### src/rtl/mc_ctrl_pkg.sv
// Shared definitions for the multi-cycle MIPS control sequencer:
// opcode/funct constants, control-field encodings, state type and the
// control-word record produced by the output decoder.
package mc_ctrl_pkg;

   // Opcode field values
   localparam logic [5:0] OP_RTYPE = 6'b000000;
   localparam logic [5:0] OP_LW    = 6'b100011;
   localparam logic [5:0] OP_SW    = 6'b101011;
   localparam logic [5:0] OP_BEQ   = 6'b000100;
   localparam logic [5:0] OP_ORI   = 6'b001101;
   localparam logic [5:0] OP_BGEZ  = 6'b100111;
   localparam logic [5:0] OP_JPC   = 6'b011110;

   // Funct field values for R-type instructions with special sequencing
   localparam logic [5:0] FN_BALRN = 6'b010111;
   localparam logic [5:0] FN_JMADD = 6'b100001;

   // aluop encoding (shared with the single-cycle decoder)
   localparam logic [2:0] ALU_ADD   = 3'b000;
   localparam logic [2:0] ALU_SUB   = 3'b001;
   localparam logic [2:0] ALU_RTYPE = 3'b010;
   localparam logic [2:0] ALU_BGEZ  = 3'b011;
   localparam logic [2:0] ALU_OR    = 3'b100;

   // pc_source encoding
   localparam logic [1:0] PCS_ALU    = 2'b00;
   localparam logic [1:0] PCS_ALUOUT = 2'b01;
   localparam logic [1:0] PCS_MDR    = 2'b10;
   localparam logic [1:0] PCS_REGA   = 2'b11;

   // alusrcb encoding
   localparam logic [1:0] SRCB_REGB  = 2'b00;
   localparam logic [1:0] SRCB_FOUR  = 2'b01;
   localparam logic [1:0] SRCB_IMM   = 2'b10;
   localparam logic [1:0] SRCB_IMMSH = 2'b11;

   // branch encoding
   localparam logic [1:0] BR_NONE  = 2'b00;
   localparam logic [1:0] BR_BEQ   = 2'b01;
   localparam logic [1:0] BR_BGEZ  = 2'b10;
   localparam logic [1:0] BR_BALRN = 2'b11;

   // Sequencer states; FETCH is zero so the debug port reads 0 out of reset
   typedef enum logic [4:0] {
      S_FETCH    = 5'd0,
      S_DECODE   = 5'd1,
      S_MEM_ADDR = 5'd2,
      S_MEM_RD   = 5'd3,
      S_MEM_WB   = 5'd4,
      S_MEM_WR   = 5'd5,
      S_R_EXEC   = 5'd6,
      S_R_WB     = 5'd7,
      S_ORI_EXEC = 5'd8,
      S_ORI_WB   = 5'd9,
      S_BEQ      = 5'd10,
      S_BGEZ     = 5'd11,
      S_BALRN    = 5'd12,
      S_JPC      = 5'd13,
      S_JM_ADDR  = 5'd14,
      S_JM_RD    = 5'd15,
      S_JM_JMP   = 5'd16,
      S_TRAP     = 5'd17
   } state_e;

   // Per-state datapath control word
   typedef struct packed {
      logic       mem_req;
      logic       mem_read;
      logic       mem_write;
      logic       iord;
      logic       ir_write;
      logic       pc_write;
      logic       pc_write_cond;
      logic [1:0] pc_source;
      logic       alusrca;
      logic [1:0] alusrcb;
      logic [2:0] aluop;
      logic       regdest;
      logic       link31;
      logic       memtoreg;
      logic       regwrite;
      logic       statusregwrite;
      logic [1:0] branch;
      logic       illegal;
   } ctrl_t;

endpackage

### src/rtl/mc_ctrl_outdec.sv
// Combinational state -> control-word decode for the multi-cycle sequencer.
// Only FETCH looks at mem_ready (IR and PC load on the completing cycle).
module mc_ctrl_outdec
   import mc_ctrl_pkg::*;
(
   input  state_e state,
   input  logic   mem_ready,
   output ctrl_t  ctrl
);

   // Decode the current state into datapath enables; unlisted fields stay 0
   always_comb begin
      ctrl = '0;
      case (state)
         S_FETCH: begin
            ctrl.mem_req   = 1'b1;
            ctrl.mem_read  = 1'b1;
            ctrl.ir_write  = mem_ready;
            ctrl.pc_write  = mem_ready;
            ctrl.alusrcb   = SRCB_FOUR;
            ctrl.aluop     = ALU_ADD;
            ctrl.pc_source = PCS_ALU;
         end
         S_DECODE: begin
            ctrl.alusrcb = SRCB_IMMSH;
            ctrl.aluop   = ALU_ADD;
         end
         S_MEM_ADDR: begin
            ctrl.alusrca = 1'b1;
            ctrl.alusrcb = SRCB_IMM;
            ctrl.aluop   = ALU_ADD;
         end
         S_MEM_RD, S_JM_RD: begin
            ctrl.mem_req  = 1'b1;
            ctrl.mem_read = 1'b1;
            ctrl.iord     = 1'b1;
         end
         S_MEM_WB: begin
            ctrl.regwrite = 1'b1;
            ctrl.memtoreg = 1'b1;
         end
         S_MEM_WR: begin
            ctrl.mem_req   = 1'b1;
            ctrl.mem_write = 1'b1;
            ctrl.iord      = 1'b1;
         end
         S_R_EXEC: begin
            ctrl.alusrca        = 1'b1;
            ctrl.alusrcb        = SRCB_REGB;
            ctrl.aluop          = ALU_RTYPE;
            ctrl.statusregwrite = 1'b1;
         end
         S_R_WB: begin
            ctrl.regwrite = 1'b1;
            ctrl.regdest  = 1'b1;
         end
         S_ORI_EXEC: begin
            ctrl.alusrca        = 1'b1;
            ctrl.alusrcb        = SRCB_IMM;
            ctrl.aluop          = ALU_OR;
            ctrl.statusregwrite = 1'b1;
         end
         S_ORI_WB: begin
            ctrl.regwrite = 1'b1;
         end
         S_BEQ: begin
            ctrl.alusrca       = 1'b1;
            ctrl.alusrcb       = SRCB_REGB;
            ctrl.aluop         = ALU_SUB;
            ctrl.branch        = BR_BEQ;
            ctrl.pc_write_cond = 1'b1;
            ctrl.pc_source     = PCS_ALUOUT;
         end
         S_BGEZ: begin
            ctrl.alusrca       = 1'b1;
            ctrl.alusrcb       = SRCB_REGB;
            ctrl.aluop         = ALU_BGEZ;
            ctrl.branch        = BR_BGEZ;
            ctrl.pc_write_cond = 1'b1;
            ctrl.pc_source     = PCS_ALUOUT;
         end
         S_BALRN: begin
            ctrl.branch        = BR_BALRN;
            ctrl.pc_write_cond = 1'b1;
            ctrl.pc_source     = PCS_REGA;
            ctrl.regwrite      = 1'b1;
            ctrl.regdest       = 1'b1;
         end
         S_JPC: begin
            ctrl.pc_write  = 1'b1;
            ctrl.pc_source = PCS_ALUOUT;
            ctrl.regwrite  = 1'b1;
            ctrl.link31    = 1'b1;
         end
         S_JM_ADDR: begin
            ctrl.alusrca = 1'b1;
            ctrl.alusrcb = SRCB_REGB;
            ctrl.aluop   = ALU_ADD;
         end
         S_JM_JMP: begin
            ctrl.pc_write  = 1'b1;
            ctrl.pc_source = PCS_MDR;
            ctrl.regwrite  = 1'b1;
            ctrl.link31    = 1'b1;
         end
         S_TRAP: begin
            ctrl.illegal = 1'b1;
         end
         default: ctrl = '0;
      endcase
   end

endmodule

### src/rtl/multicycle_control.sv
// Multi-cycle MIPS control sequencer: next-state logic, memory wait counter
// with timeout pulse, and output gating. Control word comes from
// mc_ctrl_outdec.
// Optional: define MULTICYCLE_CTRL_TRAP_EN to send undefined opcodes to a
// sticky TRAP state that raises illegal until reset.
module multicycle_control
   import mc_ctrl_pkg::*;
#(
   parameter int OPW      = 6,
   parameter int WAIT_MAX = 15
)
(
   input  logic           clk,
   input  logic           reset,
   input  logic [OPW-1:0] opcode,
   input  logic [OPW-1:0] funct,
   input  logic           zero,
   input  logic           status_n,
   input  logic           mem_ready,
   output logic           mem_req,
   output logic           mem_read,
   output logic           mem_write,
   output logic           iord,
   output logic           ir_write,
   output logic           pc_write,
   output logic           pc_write_cond,
   output logic [1:0]     pc_source,
   output logic           alusrca,
   output logic [1:0]     alusrcb,
   output logic [2:0]     aluop,
   output logic           regdest,
   output logic           link31,
   output logic           memtoreg,
   output logic           regwrite,
   output logic           statusregwrite,
   output logic [1:0]     branch,
   output logic           illegal,
   output logic           mem_timeout,
   output logic [4:0]     state_o
);

   localparam int CW = (WAIT_MAX < 1) ? 1 : $clog2(WAIT_MAX + 1);
   localparam logic [CW-1:0] WMAX  = CW'(WAIT_MAX);
   localparam logic [CW-1:0] WLAST = CW'((WAIT_MAX == 0) ? 0 : WAIT_MAX - 1);

   state_e        state;
   state_e        state_nx;
   ctrl_t         ctrl;
   ctrl_t         ctrl_g;
   logic [CW-1:0] wcnt;
   logic          waiting;
   logic          unused;

   mc_ctrl_outdec u_outdec (
      .state     (state),
      .mem_ready (mem_ready),
      .ctrl      (ctrl)
   );

   // Next-state selection; memory states hold until mem_ready
   always_comb begin
      state_nx = state;
      case (state)
         S_FETCH:    if (mem_ready) state_nx = S_DECODE;
         S_DECODE: begin
            case (opcode)
               OP_LW, OP_SW: state_nx = S_MEM_ADDR;
               OP_RTYPE: begin
                  if (funct == FN_BALRN)      state_nx = S_BALRN;
                  else if (funct == FN_JMADD) state_nx = S_JM_ADDR;
                  else                        state_nx = S_R_EXEC;
               end
               OP_BEQ:  state_nx = S_BEQ;
               OP_BGEZ: state_nx = S_BGEZ;
               OP_ORI:  state_nx = S_ORI_EXEC;
               OP_JPC:  state_nx = S_JPC;
`ifdef MULTICYCLE_CTRL_TRAP_EN
               default: state_nx = S_TRAP;
`else
               default: state_nx = S_FETCH;
`endif
            endcase
         end
         S_MEM_ADDR: state_nx = (opcode == OP_LW) ? S_MEM_RD : S_MEM_WR;
         S_MEM_RD:   if (mem_ready) state_nx = S_MEM_WB;
         S_MEM_WR:   if (mem_ready) state_nx = S_FETCH;
         S_R_EXEC:   state_nx = S_R_WB;
         S_ORI_EXEC: state_nx = S_ORI_WB;
         S_JM_ADDR:  state_nx = S_JM_RD;
         S_JM_RD:    if (mem_ready) state_nx = S_JM_JMP;
         S_MEM_WB, S_R_WB, S_ORI_WB, S_BEQ, S_BGEZ,
         S_BALRN, S_JPC, S_JM_JMP: state_nx = S_FETCH;
         S_TRAP:     state_nx = S_TRAP;
         default:    state_nx = S_FETCH;
      endcase
   end

   // State register
   always_ff @(posedge clk) begin
      if (reset) state <= S_FETCH;
      else       state <= state_nx;
   end

   assign waiting = ctrl.mem_req & ~mem_ready;

   // Wait counter: counts stalled memory cycles, saturates at WAIT_MAX.
   // Every memory state exits only on mem_ready, so clearing on
   // "not waiting" also covers leaving the state.
   always_ff @(posedge clk) begin
      if (reset || !waiting)                  wcnt <= '0;
      else if (WAIT_MAX != 0 && wcnt != WMAX) wcnt <= wcnt + 1'b1;
   end

   // Outputs are forced low while reset is held, so an aborted instruction
   // cannot write the register file or PC in the reset cycle.
   assign ctrl_g = reset ? '0 : ctrl;

   assign mem_req        = ctrl_g.mem_req;
   assign mem_read       = ctrl_g.mem_read;
   assign mem_write      = ctrl_g.mem_write;
   assign iord           = ctrl_g.iord;
   assign ir_write       = ctrl_g.ir_write;
   assign pc_write       = ctrl_g.pc_write;
   assign pc_write_cond  = ctrl_g.pc_write_cond;
   assign pc_source      = ctrl_g.pc_source;
   assign alusrca        = ctrl_g.alusrca;
   assign alusrcb        = ctrl_g.alusrcb;
   assign aluop          = ctrl_g.aluop;
   assign regdest        = ctrl_g.regdest;
   assign link31         = ctrl_g.link31;
   assign memtoreg       = ctrl_g.memtoreg;
   assign regwrite       = ctrl_g.regwrite;
   assign statusregwrite = ctrl_g.statusregwrite;
   assign branch         = ctrl_g.branch;
   assign state_o        = reset ? 5'd0 : state;

   // Pulse in the stalled cycle that brings the counter to WAIT_MAX
   assign mem_timeout = ~reset & (WAIT_MAX != 0) & waiting & (wcnt == WLAST);

`ifdef MULTICYCLE_CTRL_TRAP_EN
   assign illegal = ctrl_g.illegal;
   assign unused  = ^{zero, status_n};
`else
   assign illegal = 1'b0;
   assign unused  = ^{zero, status_n, ctrl_g.illegal};
`endif

endmodule

### config.mk
export PLATFORM = sky130hd
export DESIGN_NAME = multicycle_control
export DESIGN_NICKNAME = d
export VERILOG_FILES = /design/src/rtl/mc_ctrl_pkg.sv /design/src/rtl/mc_ctrl_outdec.sv /design/src/rtl/multicycle_control.sv
export SDC_FILE = /design/constraint.sdc
export NUM_CORES = 1
export LEC_CHECK = 0
export CAP_MARGIN = 10
export CELL_PAD_IN_SITES_DETAIL_PLACEMENT = 1
export CELL_PAD_IN_SITES_GLOBAL_PLACEMENT = 1
export CORE_ASPECT_RATIO = 0.75
export CORE_MARGIN = 5
export CORE_UTILIZATION = 30
export CTS_CLUSTER_SIZE = 10
export DETAILED_ROUTE_END_ITERATION = 10
export PLACE_DENSITY = 0.88
export SYNTH_ARGS = -nofsm -noshare
export SYNTH_HDL_FRONTEND = slang
export SYNTH_SLANG_ARGS = --single-unit
### constraint.sdc
create_clock -name clk -period 1.6 [get_ports clk]
set_input_delay 0.16 -clock clk [delete_from_list [all_inputs] [get_ports clk]]
set_output_delay 0.16 -clock clk [all_outputs]
set_load 0.005 [all_outputs]
==> impl_metrics.csv, run 1 <==
group,metric,value,unit
run_status,status,"stopped before the end",
run_status,stop_stage,"5_1_grt",
run_status,firstError,"[ERROR DPL-0033] detailed placement checks failed during check placement.",
floorplan,dieWidth,83.0,um
placement,port-buffer-count,42,
logic_synthesis,yosys_most_used_dff,"dfxtp_1",
timing,crit_endpoint,"mem_timeout",
logic_synthesis,yosys.area.top_type,"dfxtp_1",
cts,postCtsHoldBufs,0,
logic_synthesis,synth_area,0.00120,sq mm
cts,cts.path.max_buffers,2,
logic_synthesis,ys_seq_area_frac,0.150,
logic_synthesis,synth.distinct_cells,53,
global_route,antenna_found_initial,0,
logic_synthesis,synth.area.top_cells,"dfxtp_1 15%, nor2_1 7.2%, nor3_1 5.4%",
cts,cts.sinks,9,
cts,cts_buffers,3,
floorplan,start_util,0.319,
logic_synthesis,avgSynthCellArea,6.73,sq um
logic_synthesis,synth_nets,197,
placement,gp_congestion,0.889,
floorplan,die_h,64.7,um
logic_synthesis,yosys_warnings,0,
floorplan,rows,19,
logic_synthesis,synthCells,178,
cts,cts.htree.levels,1,
placement,dpl.cell_count,307,
floorplan,boundaryPins,46,
cts,cts-root-buf,"clkbuf_8",
timing,worst_endpoint_kind,"primary output",
logic_synthesis,synth-edff-count,0,
global_route,grt_max_degree,12,
logic_synthesis,synthArstFlopShare,0,
logic_synthesis,synth-seq-cells,9,
logic_synthesis,synth_top_cell_area_share,0.150,
placement,postPlaceCellArea,0.00197,sq mm
placement,hpwlAfterDp,4190,um
kinds of logic after synthesis:
family / synth area share
compound gates: 0.230
xor+xnor: 0.0355
fa+ha+maj: 0.0209
buf+inv: 0.0972
flops: 0.150
mux: 0.0167
other cells: 0.00313
simple gates: 0.446
stage by stage:
| step | TNS [ns] | worst slack (ns) | hold slack [ns] |
|---|---|---|---|
| after detailed placement | -9.56 | -0.423 | 0.584 |
| after global placement | -8.96 | -0.429 | 0.553 |
| after CTS | -0.457 | -0.126 | 0.550 |
| after floorplan | 0 | 0.0968 | 0.382 |
synthesized netlist by cell type, drive strengths merged, types with 3 or more instances:
master,count
nor3,16
nor2,23
inv,6
or2,5
a31oi,3
or4,3
nor2b,6
o22ai,3
a211oi,3
a21oi,9
clkbuf,6
nor4,4
buf,10
o21ai,8
nand2,12
dfxtp,9
nand2b,5
nand3,10
repair_timing:
| action | CTS |
|---|---|
| endpoints found under the hold margin | 0 |
| pin swaps | 26 |
| buffers inserted | 28 |
| setup endpoints to repair | 35 |
| resized for setup | 165 |
==> run 2, diff against run 1 <==
--- a/config.mk
+++ b/config.mk
@@ -6,14 +6,10 @@
 export NUM_CORES = 1
 export LEC_CHECK = 0
 export CAP_MARGIN = 10
-export CELL_PAD_IN_SITES_DETAIL_PLACEMENT = 1
-export CELL_PAD_IN_SITES_GLOBAL_PLACEMENT = 1
-export CORE_ASPECT_RATIO = 0.75
 export CORE_MARGIN = 5
 export CORE_UTILIZATION = 30
-export CTS_CLUSTER_SIZE = 10
 export DETAILED_ROUTE_END_ITERATION = 10
-export PLACE_DENSITY = 0.88
+export PLACE_DENSITY_LB_ADDON = 0.15
 export SYNTH_ARGS = -nofsm -noshare
 export SYNTH_HDL_FRONTEND = slang
 export SYNTH_SLANG_ARGS = --single-unit
==> run 2 against run 1 <==
Against the previous run:
- area after synthesis unchanged
- the flow now finishes, with violations (setup timing)
- synthesized cell count did not move
==> impl_metrics.csv, run 2 <==
group,metric,value,unit
timing,fin_crit,1.78,ns
hold_path,hp-start,"wcnt[1]$_SDFFE_PN0P_",
cells_and_area,multi_input_area,0.00120,sq mm
cells_and_area,largest_reg_flops,5,
cts,cts.path.max_buffers,2,
power_and_ir_drop,leakage,0.00111,uW
detailed_routing,route.detailed.drc,0,
timing,hold_viol,0,
logic_synthesis,yosys.area.top_type,"dfxtp_1",
critical_path,worstSetupPathType,"reg2out",
floorplan,die_area,0.00535,sq mm
logic_synthesis,synth.area.top_cells,"dfxtp_1 15%, nor2_1 7.2%, nor3_1 5.4%",
cts,clkTransAtPathRegs,0.05,ns
floorplan,dieWidth,73.2,um
logic_synthesis,avgSynthCellArea,6.73,sq um
cells_and_area,final_cell_mix,"52 x buf_4, 23 x buf_6, 17 x nor2_1, 15 x buf_2, 12 x clkdlybuf4s50_1",
timing,whs,0.587,ns
global_route,grt_first_pass_wirelength,7820,um
cts,postCtsHoldBufs,0,
placement,hpwlAfterDp,3490,um
detailed_routing,routedWlPerCell,15.3,um
logic_synthesis,synth_nets,197,
logic_synthesis,synth-seq-cells,9,
timing,clock.fmax,562,MHz
critical_path,critPathRequiredTime,1.44,ns
power_and_ir_drop,pwr_density_cell,711,mW/mm^2
timing,fin_skew,0.00361,ns
cells_and_area,drive_gt1_frac,0.570,
critical_path,path_buf_inv,2,
logic_synthesis,synthCells,178,
critical_path,start_kind,"flop",
cts,worstSkewPairLatency,0.23,ns
logic_synthesis,yosys_most_used_dff,"dfxtp_1",
placement,port-buffer-count,42,
global_route,grt_util_met3,0.0331,
timing,slew_violations,0,
floorplan,start_util,0.304,
logic_synthesis,synth.distinct_cells,53,
detailed_routing,wirelength,5100,um
run,drv_cap,0,
global_route,use_met1,0.209,
critical_path,critPathMaxStageDelay,0.35,ns
placement,gp_congestion,0.881,
logic_synthesis,synth_area,0.00120,sq mm
cells_and_area,postLayoutCoreUtil,0.647,
timing,worst_slack,-0.178,ns
critical_path,regToRegEndpoint,"state[3]$_SDFFE_PP0P_",
cells_and_area,top_regs,"state: 5 flops, wcnt: 4 flops",
timing,rsz0062_at_grt,"true",
detailed_routing,first_pass_iters,4,
power_and_ir_drop,peakVddDrop,0.327,mV
floorplan,die_h,73.2,um
cts,cts.htree.levels,1,
logic_synthesis,ys_seq_area_frac,0.150,
cts,cts_buffers,3,
floorplan,core_area,0.00394,sq mm
cells_and_area,antenna_cells,0,
global_route,grt_max_degree,16,
cts,cts_tree,"yes",
critical_path,timing.rr.start,"state[3]$_SDFFE_PP0P_",
critical_path,end_kind,"output pin",
cells_and_area,syn2layout_area_growth,113,%
global_route,met2_usage,0.342,
cells_and_area,final_common_cell,"buf_4",
cells_and_area,n_fill_cell,319,
critical_path,rr_worst_depth,8,
floorplan,rows,23,
detailed_routing,via_count,1760,
run_status,failed_checks,"setup timing",
critical_path,reg2reg_slack,-0.05,ns
critical_path,arrival,1.62,ns
timing,setup_violations,15,
run_status,status,"finished with violations",
global_route,grtUsageTotal,0.181,
hold_path,worstHoldPathCells,2,
cts,cts-root-buf,"clkbuf_8",
timing,tns,-1.23,ns
global_route,grt_pass1_vias,1728,
logic_synthesis,ys_top_cells_by_count,"23 x nor2_1, 13 x nor3_1, 12 x nand2_1",
global_route,antenna_found_initial,0,
logic_synthesis,yosys_warnings,0,
cts,cts.sinks,9,
detailed_routing,dr.first_iter.drc_count,82,
critical_path,cp_max_fo,3,
timing,period_share,1.11,
critical_path,crit_start,"state[3]$_SDFFE_PP0P_",
global_route,grt_overflow,0,
global_route,top_usage_layer,"met2",
logic_synthesis,yosysMostFrequentCell,"nor2_1",
logic_synthesis,synth-edff-count,0,
cells_and_area,seqCellArea,199,sq um
logic_synthesis,synthArstFlopShare,0,
logic_synthesis,synth_top_cell_area_share,0.150,
cells_and_area,nets,304,
hold_path,hold_end,"wcnt[1]$_SDFFE_PN0P_",
floorplan,boundaryPins,46,
critical_path,cp_slowest_cell,"dfxtp_4",
detailed_routing,vias_per_cell,5.27,
critical_path,crit_family,"simple AND/OR/NAND/NOR gates",
hold_path,hp-class,"reg2reg",
critical_path,crit_chain,"buf_6 -> xnor2_2 -> nand3_1 -> a21o_1 -> or2_1 -> nor2_1 -> buf_2",
cells_and_area,top_register,"state",
detailed_routing,drtAntennaViolNets,0,
==> run 2: cell counts after synthesis <==
No cell type changed its count.
==> run 2: tightest hold or removal path, delay by kind of cell (launching register included) <==
family | cells | cell delay (ns)
flip-flops | 1 | 0.34
AND/OR/NAND/NOR | 1 | 0.14
AO/OA/AOI/OAI | 1 | 0.06
==> run 2: metrics by stage <==
step,instances,worst slack (ns),cell area [sq um],power [uW]
floorplan,178,0.0968,1200,660
global placement,309,-0.463,2010,1170
detailed placement,309,-0.508,2010,1190
CTS,323,-0.175,2270,1590
global route,334,-0.267,2550,1930
finish,334,-0.178,2550,1810
==> run 2: worst max path at each step <==
stage	slack [ns]	cells after the start	end
floorplan	0.1	7	mem_timeout
global placement	-0.46	6	mem_req
detailed placement	-0.51	6	mem_req
CTS	-0.17	8	regwrite
global route	-0.27	7	mem_timeout
finish	-0.18	7	mem_timeout
==> run 2: timing repair <==
action	4_1_cts	5_1_grt
buffers inserted	11	15
resized for setup	139	66
pin swaps	26	32
endpoints found under the setup margin	31	31
==> run 2: metal layers <==
layer,wire (um),part of all wire,vias up
met5,0,0,-
met4,48,0.0094,0
met3,257,0.050,6
met2,2780,0.55,53
met1,2010,0.39,840
li1,-,-,861
==> run 2: kinds of logic after synthesis <==
kind of cell	Yosys count	share of synthesized area
AO/OA/AOI/OAI	40	0.230
adder cells (fa/ha/maj)	2	0.0209
AND/OR/NAND/NOR	98	0.446
XOR/XNOR	4	0.0355
buffers and inverters	22	0.0972
multiplexers	2	0.0167
other	1	0.00313
flip-flops	9	0.150
==> run 2: power breakdown <==
part / switching (uW) / total [uW] / internal, uW
logic: 578 / 1260 / 679
clock network: 88.1 / 258 / 170
registers: 49.2 / 300 / 251
total: 715 / 1810 / 1100
==> run 2: area by class of cell <==
cell class,count,share of cell area
clock buffer,3,0.0162
multi-input combinational,147,0.469
inverter,6,0.00980
timing repair buffer,118,0.400
clock inverter,1,0.00196
sequential,9,0.0779
tap,50,0.0245
No activity file was read; power rests on OpenSTA's default activity.
